## config.mk

```make
export PLATFORM = sky130hd
export DESIGN_NAME = clk_div_bank_flat
export DESIGN_NICKNAME = d
export VERILOG_FILES = /design/src/rtl/clk_div_pkg.sv /design/src/rtl/clk_div_if.sv /design/src/rtl/clk_div_ch.sv /design/src/rtl/clk_div_bank.sv /design/src/flat_wrapper.sv
export SDC_FILE = /design/constraint.sdc
export NUM_CORES = 1
export LEC_CHECK = 0
export CAP_MARGIN = 5
export CORE_AREA = 2 2 89 108
export DETAILED_ROUTE_END_ITERATION = 10
export DIE_AREA = 0 0 91 110
export GPL_ROUTABILITY_DRIVEN = 0
export PLACE_DENSITY_LB_ADDON = 0.1
export SKIP_LAST_GASP = 1
export SLEW_MARGIN = 5
export SYNTH_ARGS = -nofsm -noshare
export SYNTH_HDL_FRONTEND = slang
export SYNTH_SLANG_ARGS = --single-unit
```

## constraint.sdc

```tcl
create_clock -name clk_i -period 1.5 [get_ports clk_i]
set_clock_uncertainty 0.1 [all_clocks]
set_input_delay 0.15 -clock clk_i [delete_from_list [all_inputs] [get_ports clk_i]]
set_output_delay 0.15 -clock clk_i [all_outputs]
set_load 0.03 [all_outputs]
```

## src/rtl/clk_div_pkg.sv

```systemverilog
`default_nettype none
// ============================================================================
// Module      : clk_div_pkg
// Description : Shared constants and helpers for the clk_div_bank divider bank.
// Revision    : 1.0 - initial release
// ============================================================================
package clk_div_pkg;

    localparam int NUM_CH_DEF    = 2;
    localparam int CTR_WIDTH_DEF = 9;

    // A single channel still needs a 1-bit select so the port never vanishes.
    function automatic int ch_idx_w(input int n);
        return (n > 1) ? $clog2(n) : 1;
    endfunction

    localparam int CH_IDX_W_DEF = ch_idx_w(NUM_CH_DEF);

    function automatic int div_period(input int d);
        return 2 * (d + 1);
    endfunction

endpackage
`default_nettype wire

```

## src/rtl/clk_div_if.sv

```systemverilog
`default_nettype none
// ============================================================================
// Module      : clk_div_if
// Description : Control/status bundle of the divider bank. CE_FALL exists only
//               when CLKDIV_CE_FALL_EN is defined.
// Revision    : 1.0 - initial release
// ============================================================================
interface clk_div_if
    import clk_div_pkg::*;
#(
    parameter int NUM_CH    = NUM_CH_DEF,
    parameter int CTR_WIDTH = CTR_WIDTH_DEF
);
    logic [NUM_CH-1:0]           ch_en;
    logic                        sync;
    logic                        wr_en;
    logic [ch_idx_w(NUM_CH)-1:0] wr_ch;
    logic [CTR_WIDTH-1:0]        wr_div;
    logic [NUM_CH-1:0]           clk_out;
    logic [NUM_CH-1:0]           ce;
    logic [NUM_CH-1:0]           pend;
`ifdef CLKDIV_CE_FALL_EN
    logic [NUM_CH-1:0]           ce_fall;
`endif

    modport master (
        output ch_en, sync, wr_en, wr_ch, wr_div,
        input  clk_out, ce, pend
`ifdef CLKDIV_CE_FALL_EN
        , input ce_fall
`endif
    );

    modport slave (
        input  ch_en, sync, wr_en, wr_ch, wr_div,
        output clk_out, ce, pend
`ifdef CLKDIV_CE_FALL_EN
        , output ce_fall
`endif
    );

endinterface
`default_nettype wire

```

## src/rtl/clk_div_ch.sv

```systemverilog
`default_nettype none
// ============================================================================
// Module      : clk_div_ch
// Description : One divider channel with glitch-free divisor reload at the
//               falling edge. CE_FALL strobe present under CLKDIV_CE_FALL_EN.
// Revision    : 1.0 - initial release
// ============================================================================
module clk_div_ch #(
    parameter int                   CTR_WIDTH = 9,
    parameter logic [CTR_WIDTH-1:0] DIV_RESET = '0
) (
    input  wire logic                 clk_i,
    input  wire logic                 rst_i,
    input  wire logic                 en_i,
    input  wire logic                 sync_i,
    input  wire logic                 wr_i,
    input  wire logic [CTR_WIDTH-1:0] wr_div_i,
    output logic                      clk_o,
    output logic                      ce_o,
    output logic                      pend_o
`ifdef CLKDIV_CE_FALL_EN
    , output logic                    ce_fall_o
`endif
);

    logic [CTR_WIDTH-1:0] ctr_q,  ctr_d;
    logic [CTR_WIDTH-1:0] div_q,  div_d;
    logic [CTR_WIDTH-1:0] pdiv_q, pdiv_d;
    logic                 pend_q, pend_d;
    logic                 clk_q,  clk_d;
    logic                 ce_q,   ce_d;
`ifdef CLKDIV_CE_FALL_EN
    logic                 cef_q,  cef_d;
`endif

    always_comb begin
        ctr_d  = ctr_q;
        div_d  = div_q;
        pdiv_d = pdiv_q;
        pend_d = pend_q;
        clk_d  = clk_q;
        ce_d   = 1'b0;
`ifdef CLKDIV_CE_FALL_EN
        cef_d  = 1'b0;
`endif
        if (sync_i || !en_i) begin
            ctr_d = '0;
            clk_d = 1'b0;
            if (pend_q) begin
                div_d  = pdiv_q;
                pend_d = 1'b0;
            end
        end else if (ctr_q == div_q) begin
            ctr_d = '0;
            clk_d = ~clk_q;
            ce_d  = ~clk_q;
`ifdef CLKDIV_CE_FALL_EN
            cef_d = clk_q;
`endif
            // Reload only while leaving the high half, so a period is never cut.
            if (clk_q && pend_q) begin
                div_d  = pdiv_q;
                pend_d = 1'b0;
            end
        end else begin
            ctr_d = ctr_q + CTR_WIDTH'(1);
        end
        // A coincident write is kept pending; any apply above used the old value.
        if (wr_i) begin
            pdiv_d = wr_div_i;
            pend_d = 1'b1;
        end
    end

    always_ff @(posedge clk_i) begin
        if (rst_i) begin
            ctr_q  <= '0;
            div_q  <= DIV_RESET;
            pdiv_q <= '0;
            pend_q <= 1'b0;
            clk_q  <= 1'b0;
            ce_q   <= 1'b0;
`ifdef CLKDIV_CE_FALL_EN
            cef_q  <= 1'b0;
`endif
        end else begin
            ctr_q  <= ctr_d;
            div_q  <= div_d;
            pdiv_q <= pdiv_d;
            pend_q <= pend_d;
            clk_q  <= clk_d;
            ce_q   <= ce_d;
`ifdef CLKDIV_CE_FALL_EN
            cef_q  <= cef_d;
`endif
        end
    end

    assign clk_o  = clk_q;
    assign ce_o   = ce_q;
    assign pend_o = pend_q;
`ifdef CLKDIV_CE_FALL_EN
    assign ce_fall_o = cef_q;
`endif

endmodule
`default_nettype wire

```

## src/rtl/clk_div_bank.sv

```systemverilog
`default_nettype none
// ============================================================================
// Module      : clk_div_bank
// Description : NUM_CH runtime-programmable clock dividers with write decode.
//               Optional CE_FALL output enabled by CLKDIV_CE_FALL_EN.
// Revision    : 1.0 - initial release
// ============================================================================
module clk_div_bank
    import clk_div_pkg::*;
#(
    parameter int                            NUM_CH        = NUM_CH_DEF,
    parameter int                            CTR_WIDTH     = CTR_WIDTH_DEF,
    parameter logic [NUM_CH*CTR_WIDTH-1:0]   DIV_RESET_VEC = {9'd12, 9'd0}
) (
    input wire logic  clk_i,
    input wire logic  rst_i,
    clk_div_if.slave  bus
);

    localparam int IDX_W = ch_idx_w(NUM_CH);

    logic [NUM_CH-1:0] w_clk;
    logic [NUM_CH-1:0] w_ce;
    logic [NUM_CH-1:0] w_pend;
`ifdef CLKDIV_CE_FALL_EN
    logic [NUM_CH-1:0] w_cef;
`endif

    for (genvar i = 0; i < NUM_CH; i++) begin : g_ch
        // Out-of-range channel numbers match no index and are dropped here.
        logic w_wr;
        assign w_wr = bus.wr_en && (bus.wr_ch == IDX_W'(i));

        clk_div_ch #(
            .CTR_WIDTH (CTR_WIDTH),
            .DIV_RESET (DIV_RESET_VEC[i*CTR_WIDTH +: CTR_WIDTH])
        ) u_ch (
            .clk_i     (clk_i),
            .rst_i     (rst_i),
            .en_i      (bus.ch_en[i]),
            .sync_i    (bus.sync),
            .wr_i      (w_wr),
            .wr_div_i  (bus.wr_div),
            .clk_o     (w_clk[i]),
            .ce_o      (w_ce[i]),
            .pend_o    (w_pend[i])
`ifdef CLKDIV_CE_FALL_EN
            , .ce_fall_o (w_cef[i])
`endif
        );
    end

    assign bus.clk_out = w_clk;
    assign bus.ce      = w_ce;
    assign bus.pend    = w_pend;
`ifdef CLKDIV_CE_FALL_EN
    assign bus.ce_fall = w_cef;
`endif

endmodule
`default_nettype wire
```

## src/flat_wrapper.sv

```systemverilog
// flat-port wrapper written by rule: the top's interface ports become plain ports
module clk_div_bank_flat import clk_div_pkg::*;
#(
    parameter int                            NUM_CH        = NUM_CH_DEF,
    parameter int                            CTR_WIDTH     = CTR_WIDTH_DEF,
    parameter logic [NUM_CH*CTR_WIDTH-1:0]   DIV_RESET_VEC = {9'd12, 9'd0}
)
  (clk_i, rst_i, bus_ch_en, bus_sync, bus_wr_en, bus_wr_ch, bus_wr_div, bus_clk_out, bus_ce, bus_pend);
  clk_div_if #(.NUM_CH(NUM_CH), .CTR_WIDTH(CTR_WIDTH)) bus_i ();
  input wire logic clk_i;
  input wire logic rst_i;
  input wire logic [$bits(bus_i.ch_en)-1:0] bus_ch_en;
  input wire logic [$bits(bus_i.sync)-1:0] bus_sync;
  input wire logic [$bits(bus_i.wr_en)-1:0] bus_wr_en;
  input wire logic [$bits(bus_i.wr_ch)-1:0] bus_wr_ch;
  input wire logic [$bits(bus_i.wr_div)-1:0] bus_wr_div;
  output wire logic [$bits(bus_i.clk_out)-1:0] bus_clk_out;
  output wire logic [$bits(bus_i.ce)-1:0] bus_ce;
  output wire logic [$bits(bus_i.pend)-1:0] bus_pend;
  assign bus_i.ch_en = bus_ch_en;
  assign bus_i.sync = bus_sync;
  assign bus_i.wr_en = bus_wr_en;
  assign bus_i.wr_ch = bus_wr_ch;
  assign bus_i.wr_div = bus_wr_div;
  assign bus_clk_out = bus_i.clk_out;
  assign bus_ce = bus_i.ce;
  assign bus_pend = bus_i.pend;
  clk_div_bank #(.NUM_CH(NUM_CH), .CTR_WIDTH(CTR_WIDTH), .DIV_RESET_VEC(DIV_RESET_VEC)) u_core (.clk_i(clk_i), .rst_i(rst_i), .bus(bus_i));
endmodule
```

# [Yosys cells after proc, flatten, opt, wreduce, memory -nomap -nowiden]
# Cells that the tools add are included.
[word_totals] out_inout_bits=6 regBits=60
[classes] n_eq_ne=4 bitwise_logic=5 muxes=16 reduce_logical=26 add_sub_neg=2
[ops] cell="9-bit two-way mux" n=8
[ops] cell="9-bit by 1-bit adder with 9-bit output (second input constant)" n=2
[ops] cell="9-bit equality test" n=2
[ops] cell="3-bit nonzero test" n=4
[ops] cell="3-bit OR reduction" n=4
[ops] cell="1-bit two-way mux" n=8
[ops] cell="2-bit nonzero test" n=4
[ops] cell="3-bit AND reduction" n=2
[ops] cell="1-bit NOT" n=5
[ops] cell="1-bit logical AND" n=4
[ops] cell="2-bit != test (second input constant)" n=2
[ops] cell="2-bit AND reduction" n=2
[ops] cell="2-bit OR reduction" n=2
[ops] cell="1-bit logical NOT" n=2
[ops] cell="1-bit logical OR" n=2

# [Longest topological paths before layout]
# Gate-level depths: netlist (run 1).
[depth] ltp_word=5 depth_mapped=6

# [Modules after synthesis]
# From an unflattened synthesis (run 1), not the netlist that was laid out.
[unflattened] cells_unflattened=260 hier_area_um2=2571.2
[by_module_without_submodules] module="clk_div_ch at u_core.g_ch[0].u_ch" area_per_inst_um2=1282.5 cells_each=129 n_inst=1
[by_module_without_submodules] module="clk_div_ch at u_core.g_ch[1].u_ch" area_per_inst_um2=1272.5 cells_each=129 n_inst=1
[by_module_without_submodules] module="clk_div_bank" area_per_inst_um2=16.3 cells_each=2 n_inst=1

# [Least setup slack after synthesis (run 1)]
# No wires, ideal clock.
[synth_path] kind="flip-flop to flip-flop" startpoint="register u_core.g_ch[0].u_ch.ctr_q[0]" endpoint="register u_core.g_ch[0].u_ch.div_q[0]" path_stages_with_launch=7 t_required_ns=1.275 setup_slack_ns=-0.169 setup_ns=0.125 arrival_ns=1.444 n_path_buf=1 period_less_slack_ns=1.669 path_cell_list="dfxtp_1 > inv_1 > a221oi_1 > nand4_1 > a2bb2oi_1 > buf_2 > mux2i_1"
[synth_via] elab_chain_len=3
[synth_lines] element="from (decl)" line="clk_div_ch.sv:26" source="logic [CTR_WIDTH-1:0] ctr_q, ctr_d;"
[synth_lines] element="from (signal assigned)" line="clk_div_ch.sv:87" source="ctr_q <= ctr_d;"
[synth_lines] element="9-bit equality test" line="clk_div_ch.sv:53" source="end else if (ctr_q == div_q) begin"
[synth_lines] element="2-bit nonzero test (no source line)"
[synth_lines] element="3-bit AND reduction (no source line)"
[synth_lines] element="to (signal assigned)" line="clk_div_ch.sv:88" source="div_q <= div_d;"
[synth_lines] element="to (decl)" line="clk_div_ch.sv:27" source="logic [CTR_WIDTH-1:0] div_q, div_d;"
# Every way passes these cells.
# A chain may end at the register's enable or synchronous reset.

# [Worst setup path after layout (run 1)]
[layout_path] startpoint="register u_core.g_ch[1].u_ch.div_q[2]" endpoint="register u_core.g_ch[1].u_ch.div_q[0]"
[layout_via] elab_chain_len=3
[layout_lines] element="from (decl)" line="clk_div_ch.sv:27"
[layout_lines] element="from (signal assigned)" line="clk_div_ch.sv:88"
[layout_lines] element="9-bit equality test" line="clk_div_ch.sv:53"
[layout_lines] element="2-bit nonzero test (no source line)"
[layout_lines] element="3-bit AND reduction (no source line)"
# Every way passes these cells.

==> run_results.csv, run 1 <==
group,metric,value,unit
grt,gr-usage-all-layers,0.121,
floorplan,die_w,91,um
route,wl_met3,195,um
sta,fmaxAchievable,597,MHz
route,vias,1963,
power_and_ir_drop,pwr_density_cell,1080,mW/mm2
route,route.met2.wl,2.37,mm
power_and_ir_drop,leakage,1.44,nW
route,wl_per_cell,11.8,um
synthesis,postSynthAreaPerCell,8.97,um2
clock_tree,hold_buffers,0,
critical_path,max_stage_delay,0.32,ns
clock_tree,cts_buffer_depth,2,
sta,fin_ws,-0.175,ns
grt,grt_remaining_overflow,0,
critical_path,endpoint_kind,"flip-flop",
route,dr.pass1.iters,4,
clock_tree,htree_levels,3,
finish,antennaDiodeCount,0,
power_and_ir_drop,vdd_drop_max,556,uV
placement,dp_hpwl,4.04,mm
critical_path,crit_start,"u_core.g_ch[1].u_ch.div_q[2]$_SDFFE_PP1P_",
placement,placed_cells,447,
placement,port_buffers,21,
sta,period_minus_slack,1.67,ns
critical_path,start_kind,"flip-flop",
finish,fin_nets,357,
sta,maxSlewHeadroom,0.724,
route,ant_nets,0,
critical_path,path_cells,"xor2_1 > a221o_1 > nor4_4 > a31oi_1 > buf_4 > mux2i_1",
critical_path,required,1.63,ns
min_path,hp-class,"in2reg",
critical_path,crit_fanout,9,
floorplan,rows,38,
finish,area_growth_syn_to_layout,34.0,%
synthesis,synth_edf_count,0,
sta,worst_pin_slew,0.412,ns
min_path,worstHoldStart,"bus_wr_div[0]",
sta,finalSetupTns,-2.87,ns
synthesis,synth_area,0.00261,mm2
finish,instances_no_fill,464,
critical_path,r2r-start,"u_core.g_ch[1].u_ch.div_q[2]$_SDFFE_PP1P_",
critical_path,worstSetupPathType,"reg2reg",
sta,final_max_slew_viol_count,0,
synthesis,async_flop_share,0,
outcome,outcome,"finished, violations left",
synthesis,yosysUniqueCellTypes,34,
sta,rsz0062_at_grt,"true",
route,drt-met1-wl,2.76,mm
clock_tree,path_clk_slew,0.06,ns
route,drc,0,
synthesis,yosysSeqAreaShare,0.460,
grt,antenna_found_initial,0,
clock_tree,cts_root_buffer,"clkbuf_8",
clock_tree,cts_tree,"done",
route,avgViaCountPerCell,4.23,
synthesis,netlist_instances,291,
floorplan,io_pins,22,
critical_path,reg2reg_slack,-0.17,ns
route,top_layer_used,"met4",
synthesis,ys_seq_elements,60,
clock_tree,worstSkewPairLatency,0.34,ns
synthesis,ys_warn_count,0,
floorplan,core_area,0.00894,mm2
grt,grt_max_degree,40,
outcome,violations,"setup timing",
clock_tree,cts.sinks,60,
sta,hold_violations,0,
synthesis,syn_nets,309,
sta,fin_crit_sh,1.12,
critical_path,cpLargestDelayFamily,"compound AO/OA/AOI/OAI gates",
run,max_cap_violations,0,
power_and_ir_drop,power,0.00377,W
route,drt-total-wl,5.48,mm
sta,finalSetupViolations,36,
synthesis,synthFlopType,"dfxtp_1",
critical_path,cp.arrival,1.80,ns
grt,grt_pass1_vias,1874,
finish,fillCellCount,957,
floorplan,die_h,110,um
grt,grt_pass1_wl,9.20,mm
clock_tree,cts_buffers,9,
sta,hold_ws,0.291,ns
route,drt-initial-drc-count,53,
floorplan,die-area,0.0100,mm2
floorplan,start_util,0.292,
critical_path,worst_path_max_delay_cell,"dfxtp_2",
finish,drive_above_1_share,0.221,
critical_path,cp_num_buf_inv,1,
finish,final_util,0.391,
## final timing paths
path	end	cells after the start
max	u_core.g_ch[1].u_ch.div_q[0]$_SDFFE_PP0P_	6
max reg2reg	u_core.g_ch[1].u_ch.div_q[0]$_SDFFE_PP0P_	6
min	u_core.g_ch[1].u_ch.pdiv_q[0]$_SDFFE_PP0P_	3
min reg2reg	u_core.g_ch[1].u_ch.pdiv_q[6]$_SDFFE_PP0P_	2
## flip-flops by register name, indices dropped and copies added (netlist names)
name,cells
u_core.g_ch.u_ch.ctr_q,18
u_core.g_ch.u_ch.clk_o,2
u_core.g_ch.u_ch.div_q,18
u_core.g_ch.u_ch.pend_o,2
u_core.g_ch.u_ch.ce_o,2
u_core.g_ch.u_ch.pdiv_q,18
## repair_timing
item | 4_1_cts | 5_1_grt
gates resized for setup | 14 | 16
gates cloned | 0 | 0
buffers inserted | 0 | 1
endpoints found under the setup margin | 44 | 42
pin swaps | 3 | 6
## synthesized netlist by cell type, types with 2 or more instances
master	n	area, um2
clkbuf_1	8	30.0
ha_1	2	25.0
xor2_1	17	149
nor2_1	24	90.1
mux2i_1	18	180
inv_1	5	18.8
nand3_1	7	35.0
and3_1	5	31.3
nand2_1	42	158
and2_1	4	25.0
nor3_1	2	10.0
or2_2	3	18.8
buf_2	2	10.0
a21oi_1	18	90.1
xnor2_1	13	114
buf_4	6	45.0
nand4_1	5	31.3
dfxtp_1	60	1200
nand2b_1	35	219
## routing by layer
layer,global-route usage,up-vias
met1,0.156,875
met2,0.180,31
met5,0,-
li1,-,1046
met4,0.0747,0
met3,0.0326,11
## cells in the final DEF, fill, tap and decap left out, types with 2 or more instances in the layout
master           netlist  layout
dfxtp_1               60      52
nand2_1               42      41
nand2b_1              35      35
buf_4                  6      30
nor2_1                24      19
mux2i_1               18      18
a21oi_1               18      18
xor2_1                17      17
clkdlybuf4s50_1        0      15
xnor2_1               13      12
clkbuf_8               0      11
dfxtp_2                0       8
nand3_1                7       7
nand4_1                5       5
dlygate4sd2_1          0       5
inv_1                  5       4
and2_1                 4       4
and3_1                 5       4
nor2_4                 0       4
bufinv_16              0       3
buf_12                 0       3
inv_2                  1       2
or2_2                  3       2
nor3_1                 2       2
ha_1                   2       2
## cells by family (layout without fill, tap and decap cells)
logic type      count (synthesis)  after routing  synth area share
simple gates                  130            130             0.250
mux                            18             18            0.0690
buf+inv                        24             77            0.0470
fa+ha+maj                       2              2           0.00959
flops                          60             60             0.460
xor+xnor                       30             30             0.101
compound gates                 27             27            0.0633
## tightest hold or removal path, delay by kind of cell
kind | cells | cell delay, ns
AOI/OAI and AO/OA | 1 | 0.05
buffers and inverters | 1 | 0.42
and+or+nand+nor | 1 | 0.06
## where the power goes
| group | switching, W | internal (W) |
|---|---|---|
| sequential | 0.0000225 | 0.00163 |
| combinational | 0.000138 | 0.000147 |
| clock | 0.000641 | 0.00119 |
## per-stage QoR
| step | instance area (um2) | setup WS (ns) |
|---|---|---|
| 3_3_place_gp | 3160 | -0.187 |
| 2_1_floorplan | 2630 | -0.149 |
| 5_1_grt | 3500 | -0.244 |
| 4_1_cts | 3420 | -0.180 |
| 6_report | 3500 | -0.175 |
| 3_5_place_dp | 3160 | -0.200 |
## layout make-up
type,instances,area [um2],share of cell area
clock buffer,12,155,0.0444
clock inverter,4,95.1,0.0272
inverter,6,22.5,0.00644
multi-input combinational,207,1370,0.391
sequential,60,1210,0.346
tap,120,150,0.0429
timing repair buffer,55,495,0.142
(Power assumes the default switching activity.)
==> run 2, diff against run 1 <==
--- a/config.mk
+++ b/config.mk
@@ -6,6 +6,8 @@
 export NUM_CORES = 1
 export LEC_CHECK = 0
 export CAP_MARGIN = 5
+export CELL_PAD_IN_SITES_DETAIL_PLACEMENT = 1
+export CELL_PAD_IN_SITES_GLOBAL_PLACEMENT = 2
 export CORE_AREA = 2 2 89 108
 export DETAILED_ROUTE_END_ITERATION = 10
 export DIE_AREA = 0 0 91 110
==> run 2 against run 1 <==
The flow still finishes with violations (setup timing). Non-clock buffer count down 2. Register-to-register slack about the same. Final cell count down 0.43%. Critical path type unchanged.
==> run_results.csv, run 2 (synthesized netlist as in run 1, its figures left out) <==
group,metric,value,unit
clock_tree,cts_tree,"done",
critical_path,crit_fanout,9,
placement,dp_hpwl,4.25,mm
grt,grt_remaining_overflow,0,
power_and_ir_drop,pwr_density_cell,974,mW/mm2
floorplan,start_util,0.292,
critical_path,start_kind,"flip-flop",
min_path,hp-class,"in2reg",
power_and_ir_drop,internal-power,0.00255,W
critical_path,cp.arrival,1.79,ns
finish,largestRegisters,"u_core.g_ch.u_ch.ctr_q: 18 flops, u_core.g_ch.u_ch.div_q: 18 flops, u_core.g_ch.u_ch.pdiv_q: 18 flops",
finish,antennaDiodeCount,0,
clock_tree,cts.sinks,60,
floorplan,die_h,110,um
clock_tree,worstSkewPairLatency,0.34,ns
sta,fin_ws,-0.173,ns
route,drt-initial-drc-count,57,
route,avgViaCountPerCell,4.36,
route,dr.pass1.iters,4,
sta,finalSetupViolations,34,
clock_tree,cts_root_buffer,"clkbuf_8",
clock_tree,hold_buffers,0,
power_and_ir_drop,pwr-share-seq,0.498,
clock_tree,cts_buffer_depth,2,
sta,fmaxAchievable,598,MHz
power_and_ir_drop,p_comb_frac,0.086,
grt,grt_pass1_wl,10.2,mm
power_and_ir_drop,vdd_drop_max,400,uV
critical_path,required,1.62,ns
critical_path,worstSetupPathType,"reg2reg",
finish,layout_common_cells,"dfxtp_1 (51), nand2_1 (41), nand2b_1 (35)",
critical_path,crit_start,"u_core.g_ch[1].u_ch.div_q[2]$_SDFFE_PP1P_",
grt,gr-usage-all-layers,0.132,
critical_path,timing.rr.end,"u_core.g_ch[1].u_ch.div_q[5]$_SDFFE_PP0P_",
floorplan,io_pins,22,
critical_path,crit_end,"u_core.g_ch[1].u_ch.div_q[5]$_SDFFE_PP0P_",
route,drc,0,
sta,fin_crit_sh,1.12,
route,drt-total-wl,5.86,mm
floorplan,die-area,0.0100,mm2
grt,grt_pass1_vias,2116,
power_and_ir_drop,leakage,1.40,nW
sta,maxSlewHeadroom,0.718,
floorplan,rows,38,
floorplan,core_area,0.00894,mm2
placement,postPlaceCellArea,0.00313,mm2
clock_tree,cts_buffers,9,
sta,rsz0062_at_grt,"true",
run,max_cap_violations,0,
route,wl_per_cell,12.7,um
grt,antenna_found_initial,0,
clock_tree,htree_levels,3,
finish,drive_above_1_share,0.231,
placement,port_buffers,21,
power_and_ir_drop,p_sw,0.000780,W
critical_path,rr_worst_depth,6,
route,ant_nets,0,
finish,fin_nets,356,
sta,hold_violations,0,
power_and_ir_drop,swShare,0.234,
finish,fin_area,0.00342,mm2
finish,area_growth_syn_to_layout,30.9,%
outcome,violations,"setup timing",
sta,period_minus_slack,1.67,ns
floorplan,die_w,91,um
power_and_ir_drop,pwr-share-clk,0.416,
sta,final_max_slew_viol_count,0,
critical_path,reg2reg_slack,-0.17,ns
sta,finalSetupTns,-3.27,ns
critical_path,r2r-start,"u_core.g_ch[1].u_ch.div_q[2]$_SDFFE_PP1P_",
sta,worst_pin_slew,0.421,ns
outcome,outcome,"finished, violations left",
critical_path,endpoint_kind,"flip-flop",
clock_tree,path_clk_slew,0.06,ns
grt,grt_max_degree,30,
route,vias,2016,
finish,final_common_cell,"dfxtp_1",
run 2: power by group through the flow:
| stage | sequential, W | clock, W | combinational [W] |
|---|---|---|---|
| 2_1_floorplan | 0.00168 | 0 | 0.000159 |
| 6_report | 0.00166 | 0.00138 | 0.000287 |
| 3_5_place_dp | 0.00169 | 0 | 0.000270 |
| 5_1_grt | 0.00166 | 0.00154 | 0.000319 |
| 4_1_cts | 0.00165 | 0.00146 | 0.000277 |
| 3_3_place_gp | 0.00169 | 0 | 0.000268 |
run 2: cell type report:
class | count | area (um2)
clock buffer | 14 | 183
timing repair buffer | 53 | 459
fill | 1095 | 5520
multi-input combinational | 208 | 1390
inverter | 6 | 22.5
sequential | 60 | 1210
clock inverter | 1 | 5.00
tap | 120 | 150
run 2: worst min path at each step:
stage / cells after the start / slack (ns) / start / end
after detailed placement: 2 / 0.35 / u_core.g_ch[0].u_ch.pdiv_q[2]$_SDFFE_PP0P_ / u_core.g_ch[0].u_ch.pdiv_q[2]$_SDFFE_PP0P_
after CTS: 3 / 0.30 / bus_wr_div[4] / u_core.g_ch[0].u_ch.pdiv_q[4]$_SDFFE_PP0P_
after global routing: 3 / 0.33 / bus_wr_div[4] / u_core.g_ch[0].u_ch.pdiv_q[4]$_SDFFE_PP0P_
after global placement: 2 / 0.35 / u_core.g_ch[0].u_ch.pdiv_q[0]$_SDFFE_PP0P_ / u_core.g_ch[0].u_ch.pdiv_q[0]$_SDFFE_PP0P_
final: 3 / 0.32 / bus_wr_div[4] / u_core.g_ch[0].u_ch.pdiv_q[4]$_SDFFE_PP0P_
after floorplan: 2 / 0.19 / bus_wr_div[0] / u_core.g_ch[0].u_ch.pdiv_q[0]$_SDFFE_PP0P_
run 2: critical path, cell delays in order (launching register included):
cell and delay (ns):
dfxtp_2 0.32, xor2_1 0.15, a221o_1 0.29, nor4_4 0.25, a31oi_1 0.12, buf_4 0.20, mux2i_1 0.13
run 2: per-layer routing:
metal / part of all wire / GRT usage
met5: 0 / 0
met4: 0.024 / 0.0812
met3: 0.028 / 0.0252
met2: 0.44 / 0.199
met1: 0.51 / 0.174
run 2: what timing repair did:
action,4_1_cts,5_1_grt
gates cloned,1,0
pin swaps,12,7
buffers inserted,0,1
gates resized for setup,19,16
endpoints found under the setup margin,46,41
run 2: through the flow:
step	utilization	hold slack [ns]	setup slack [ns]	total power, W	instances
after detailed placement	0.350	0.350	-0.211	0.00196	445
after floorplan	-	0.186	-0.149	0.00184	291
after CTS	0.376	0.303	-0.203	0.00339	461
final	0.382	0.325	-0.173	0.00333	462
after global routing	0.382	0.327	-0.311	0.00352	462
after global placement	0.350	0.346	-0.168	0.00196	445
==> run 3, diff against run 2 <==
--- a/config.mk
+++ b/config.mk
@@ -13,6 +13,7 @@
 export DIE_AREA = 0 0 91 110
 export GPL_ROUTABILITY_DRIVEN = 0
 export PLACE_DENSITY_LB_ADDON = 0.1
+export SETUP_SLACK_MARGIN = 0.02
 export SKIP_LAST_GASP = 1
 export SLEW_MARGIN = 5
 export SYNTH_ARGS = -nofsm -noshare
==> constraint.sdc (replaced) <==
create_clock -name clk_i -period 1.5 [get_ports clk_i]
set_clock_uncertainty 0.1 [all_clocks]
set_input_delay 0.3 -clock clk_i [delete_from_list [all_inputs] [get_ports clk_i]]
set_output_delay 0.3 -clock clk_i [all_outputs]
set_load 0.03 [all_outputs]
==> run 3 against run 2 <==
The run still ends with setup timing left. Final cell count rose by 1.7%. Global-route usage grew 0.36 points. Sequential power hardly changed. Via count rose by 1.8%. Design area increased by 2.5%. Hold slack better by 0.031 ns. Register-to-register slack got worse by 0.07 ns. Count of clock-buffer cells in the layout rose by 1. Critical path type unchanged.
==> run_results.csv, run 3 (synthesized netlist as in run 1, its figures left out) <==
group,metric,value,unit
placement,port_buffers,21,
floorplan,die-area,0.0100,mm2
floorplan,rows,38,
clock_tree,cts_tree,"done",
sta,rsz0062_at_grt,"true",
critical_path,cp.arrival,1.88,ns
route,avgViaCountPerCell,4.37,
floorplan,die_w,91,um
finish,area_growth_syn_to_layout,34.1,%
finish,largestRegisters,"u_core.g_ch.u_ch.ctr_q: 18 flops, u_core.g_ch.u_ch.div_q: 18 flops, u_core.g_ch.u_ch.pdiv_q: 18 flops",
power_and_ir_drop,leakage,1.43,nW
route,dr.pass1.iters,4,
sta,period_minus_slack,1.75,ns
critical_path,endpoint_kind,"flip-flop",
sta,fmaxAchievable,572,MHz
critical_path,required,1.63,ns
run,max_cap_violations,0,
clock_tree,worstSkewPairLatency,0.35,ns
min_path,hp-class,"reg2reg",
floorplan,io_pins,22,
clock_tree,cts_buffer_depth,2,
clock_tree,cts_root_buffer,"clkbuf_8",
sta,finalSetupTns,-4.70,ns
sta,maxSlewHeadroom,0.716,
outcome,outcome,"finished, violations left",
floorplan,die_h,110,um
grt,grt_pass1_wl,10.5,mm
grt,grt_remaining_overflow,0,
sta,worst_pin_slew,0.424,ns
grt,grt_max_degree,56,
critical_path,cp_num_buf_inv,1,
route,drt-total-wl,6.10,mm
route,wl_per_cell,13.0,um
sta,final_max_slew_viol_count,0,
floorplan,core_area,0.00894,mm2
sta,hold_violations,0,
finish,fillCellCount,1050,
finish,drive_above_1_share,0.260,
finish,antennaDiodeCount,0,
route,drc,0,
route,vias,2053,
finish,seq_area,0.00121,mm2
critical_path,worstSetupPathType,"reg2reg",
critical_path,max_stage_delay,0.32,ns
critical_path,cpLargestDelayFamily,"compound AO/OA/AOI/OAI gates",
route,drt-initial-drc-count,57,
floorplan,start_util,0.292,
placement,dp_hpwl,4.31,mm
finish,multi_input_area,0.00139,mm2
finish,layout_common_cells,"dfxtp_1 (49), nand2_1 (41), nand2b_1 (35)",
critical_path,worst_path_max_delay_cell,"dfxtp_2",
critical_path,path_cells,"xor2_1 > a221o_1 > nor4_4 > a31oi_2 > buf_4 > mux2i_1",
critical_path,start_kind,"flip-flop",
grt,gr-usage-all-layers,0.135,
clock_tree,cts_buffers,9,
grt,grt_pass1_vias,2143,
sta,finalSetupViolations,37,
sta,fin_ws,-0.248,ns
sta,fin_crit_sh,1.17,
power_and_ir_drop,pwr_density_cell,950,mW/mm2
outcome,violations,"setup timing",
finish,final_common_cell,"dfxtp_1",
grt,antenna_found_initial,0,
critical_path,crit_fanout,4,
power_and_ir_drop,vdd_drop_max,386,uV
route,ant_nets,0,
sta,hold_ws,0.356,ns
finish,fin_nets,363,
clock_tree,path_clk_slew,0.06,ns
clock_tree,cts.sinks,60,
clock_tree,htree_levels,3,
[run 3: changes by cell type in the layout (fill, tap and decap cells not counted), sizes merged]
cell           delta
clkdlybuf4s15     +2
clkbuf            +3
dlygate4sd2       -5
buf               +8
[run 3: area by class of cell]
class,count,area share
multi-input cells,208,0.398
flip-flops and latches,60,0.347
repair buffers,60,0.154
clock buffers,15,0.0504
well taps,120,0.0429
inverters,6,0.00643
clock inverters,1,0.00143
[run 3: worst paths after layout]
kind | from | end | slack [ns] | cells after the start
worst max-delay path | u_core.g_ch[1].u_ch.div_q[2]$_SDFFE_PP1P_ | u_core.g_ch[1].u_ch.div_q[2]$_SDFFE_PP1P_ | -0.25 | 6
worst min-delay path | u_core.g_ch[0].u_ch.pdiv_q[7]$_SDFFE_PP0P_ | u_core.g_ch[0].u_ch.pdiv_q[7]$_SDFFE_PP0P_ | 0.36 | 2
worst max register to register | u_core.g_ch[1].u_ch.div_q[2]$_SDFFE_PP1P_ | u_core.g_ch[1].u_ch.div_q[2]$_SDFFE_PP1P_ | -0.25 | 6
worst min register to register | u_core.g_ch[0].u_ch.pdiv_q[7]$_SDFFE_PP0P_ | u_core.g_ch[0].u_ch.pdiv_q[7]$_SDFFE_PP0P_ | 0.36 | 2
[run 3: worst min-delay path, cell delays in order (launching register included)]
cell and delay (ns):
dfxtp_1 0.31, nand2_1 0.05, a21oi_1 0.05
[run 3: timing repair]
action	CTS	global route
pin swaps	4	18
endpoints found under the setup margin	44	44
hold endpoints to repair	0	0
buffers inserted	1	2
hold buffers	0	0
gates resized for setup	22	28
cloned	3	0
[run 3: power by group]
part | total [W] | switching (W) | internal [W]
combinational | 0.000320 | 0.000151 | 0.000168
clock | 0.00136 | 0.000620 | 0.000735
sequential | 0.00165 | 0.0000212 | 0.00163
[run 3: per-layer routing]
metal,routed length (um),up-vias,share of wire,global-route usage
met5,0,-,0,0
met1,3000,953,0.49,0.171
li1,-,1057,-,-
met2,2750,32,0.45,0.210
met4,141,0,0.023,0.0779
met3,206,11,0.034,0.0354
[run 3: per-stage QoR]
stage / instance area [um2] / total power [W] / setup WS, ns / utilization / instances
final: 3500 / 0.00333 / -0.248 / 0.392 / 470
after global routing: 3500 / 0.00349 / -0.355 / 0.392 / 470
after CTS: 3410 / 0.00336 / -0.298 / 0.381 / 468
after detailed placement: 3160 / 0.00197 / -0.351 / 0.354 / 448
after global placement: 3160 / 0.00197 / -0.306 / 0.354 / 448
after floorplan: 2630 / 0.00184 / -0.149 / - / 291
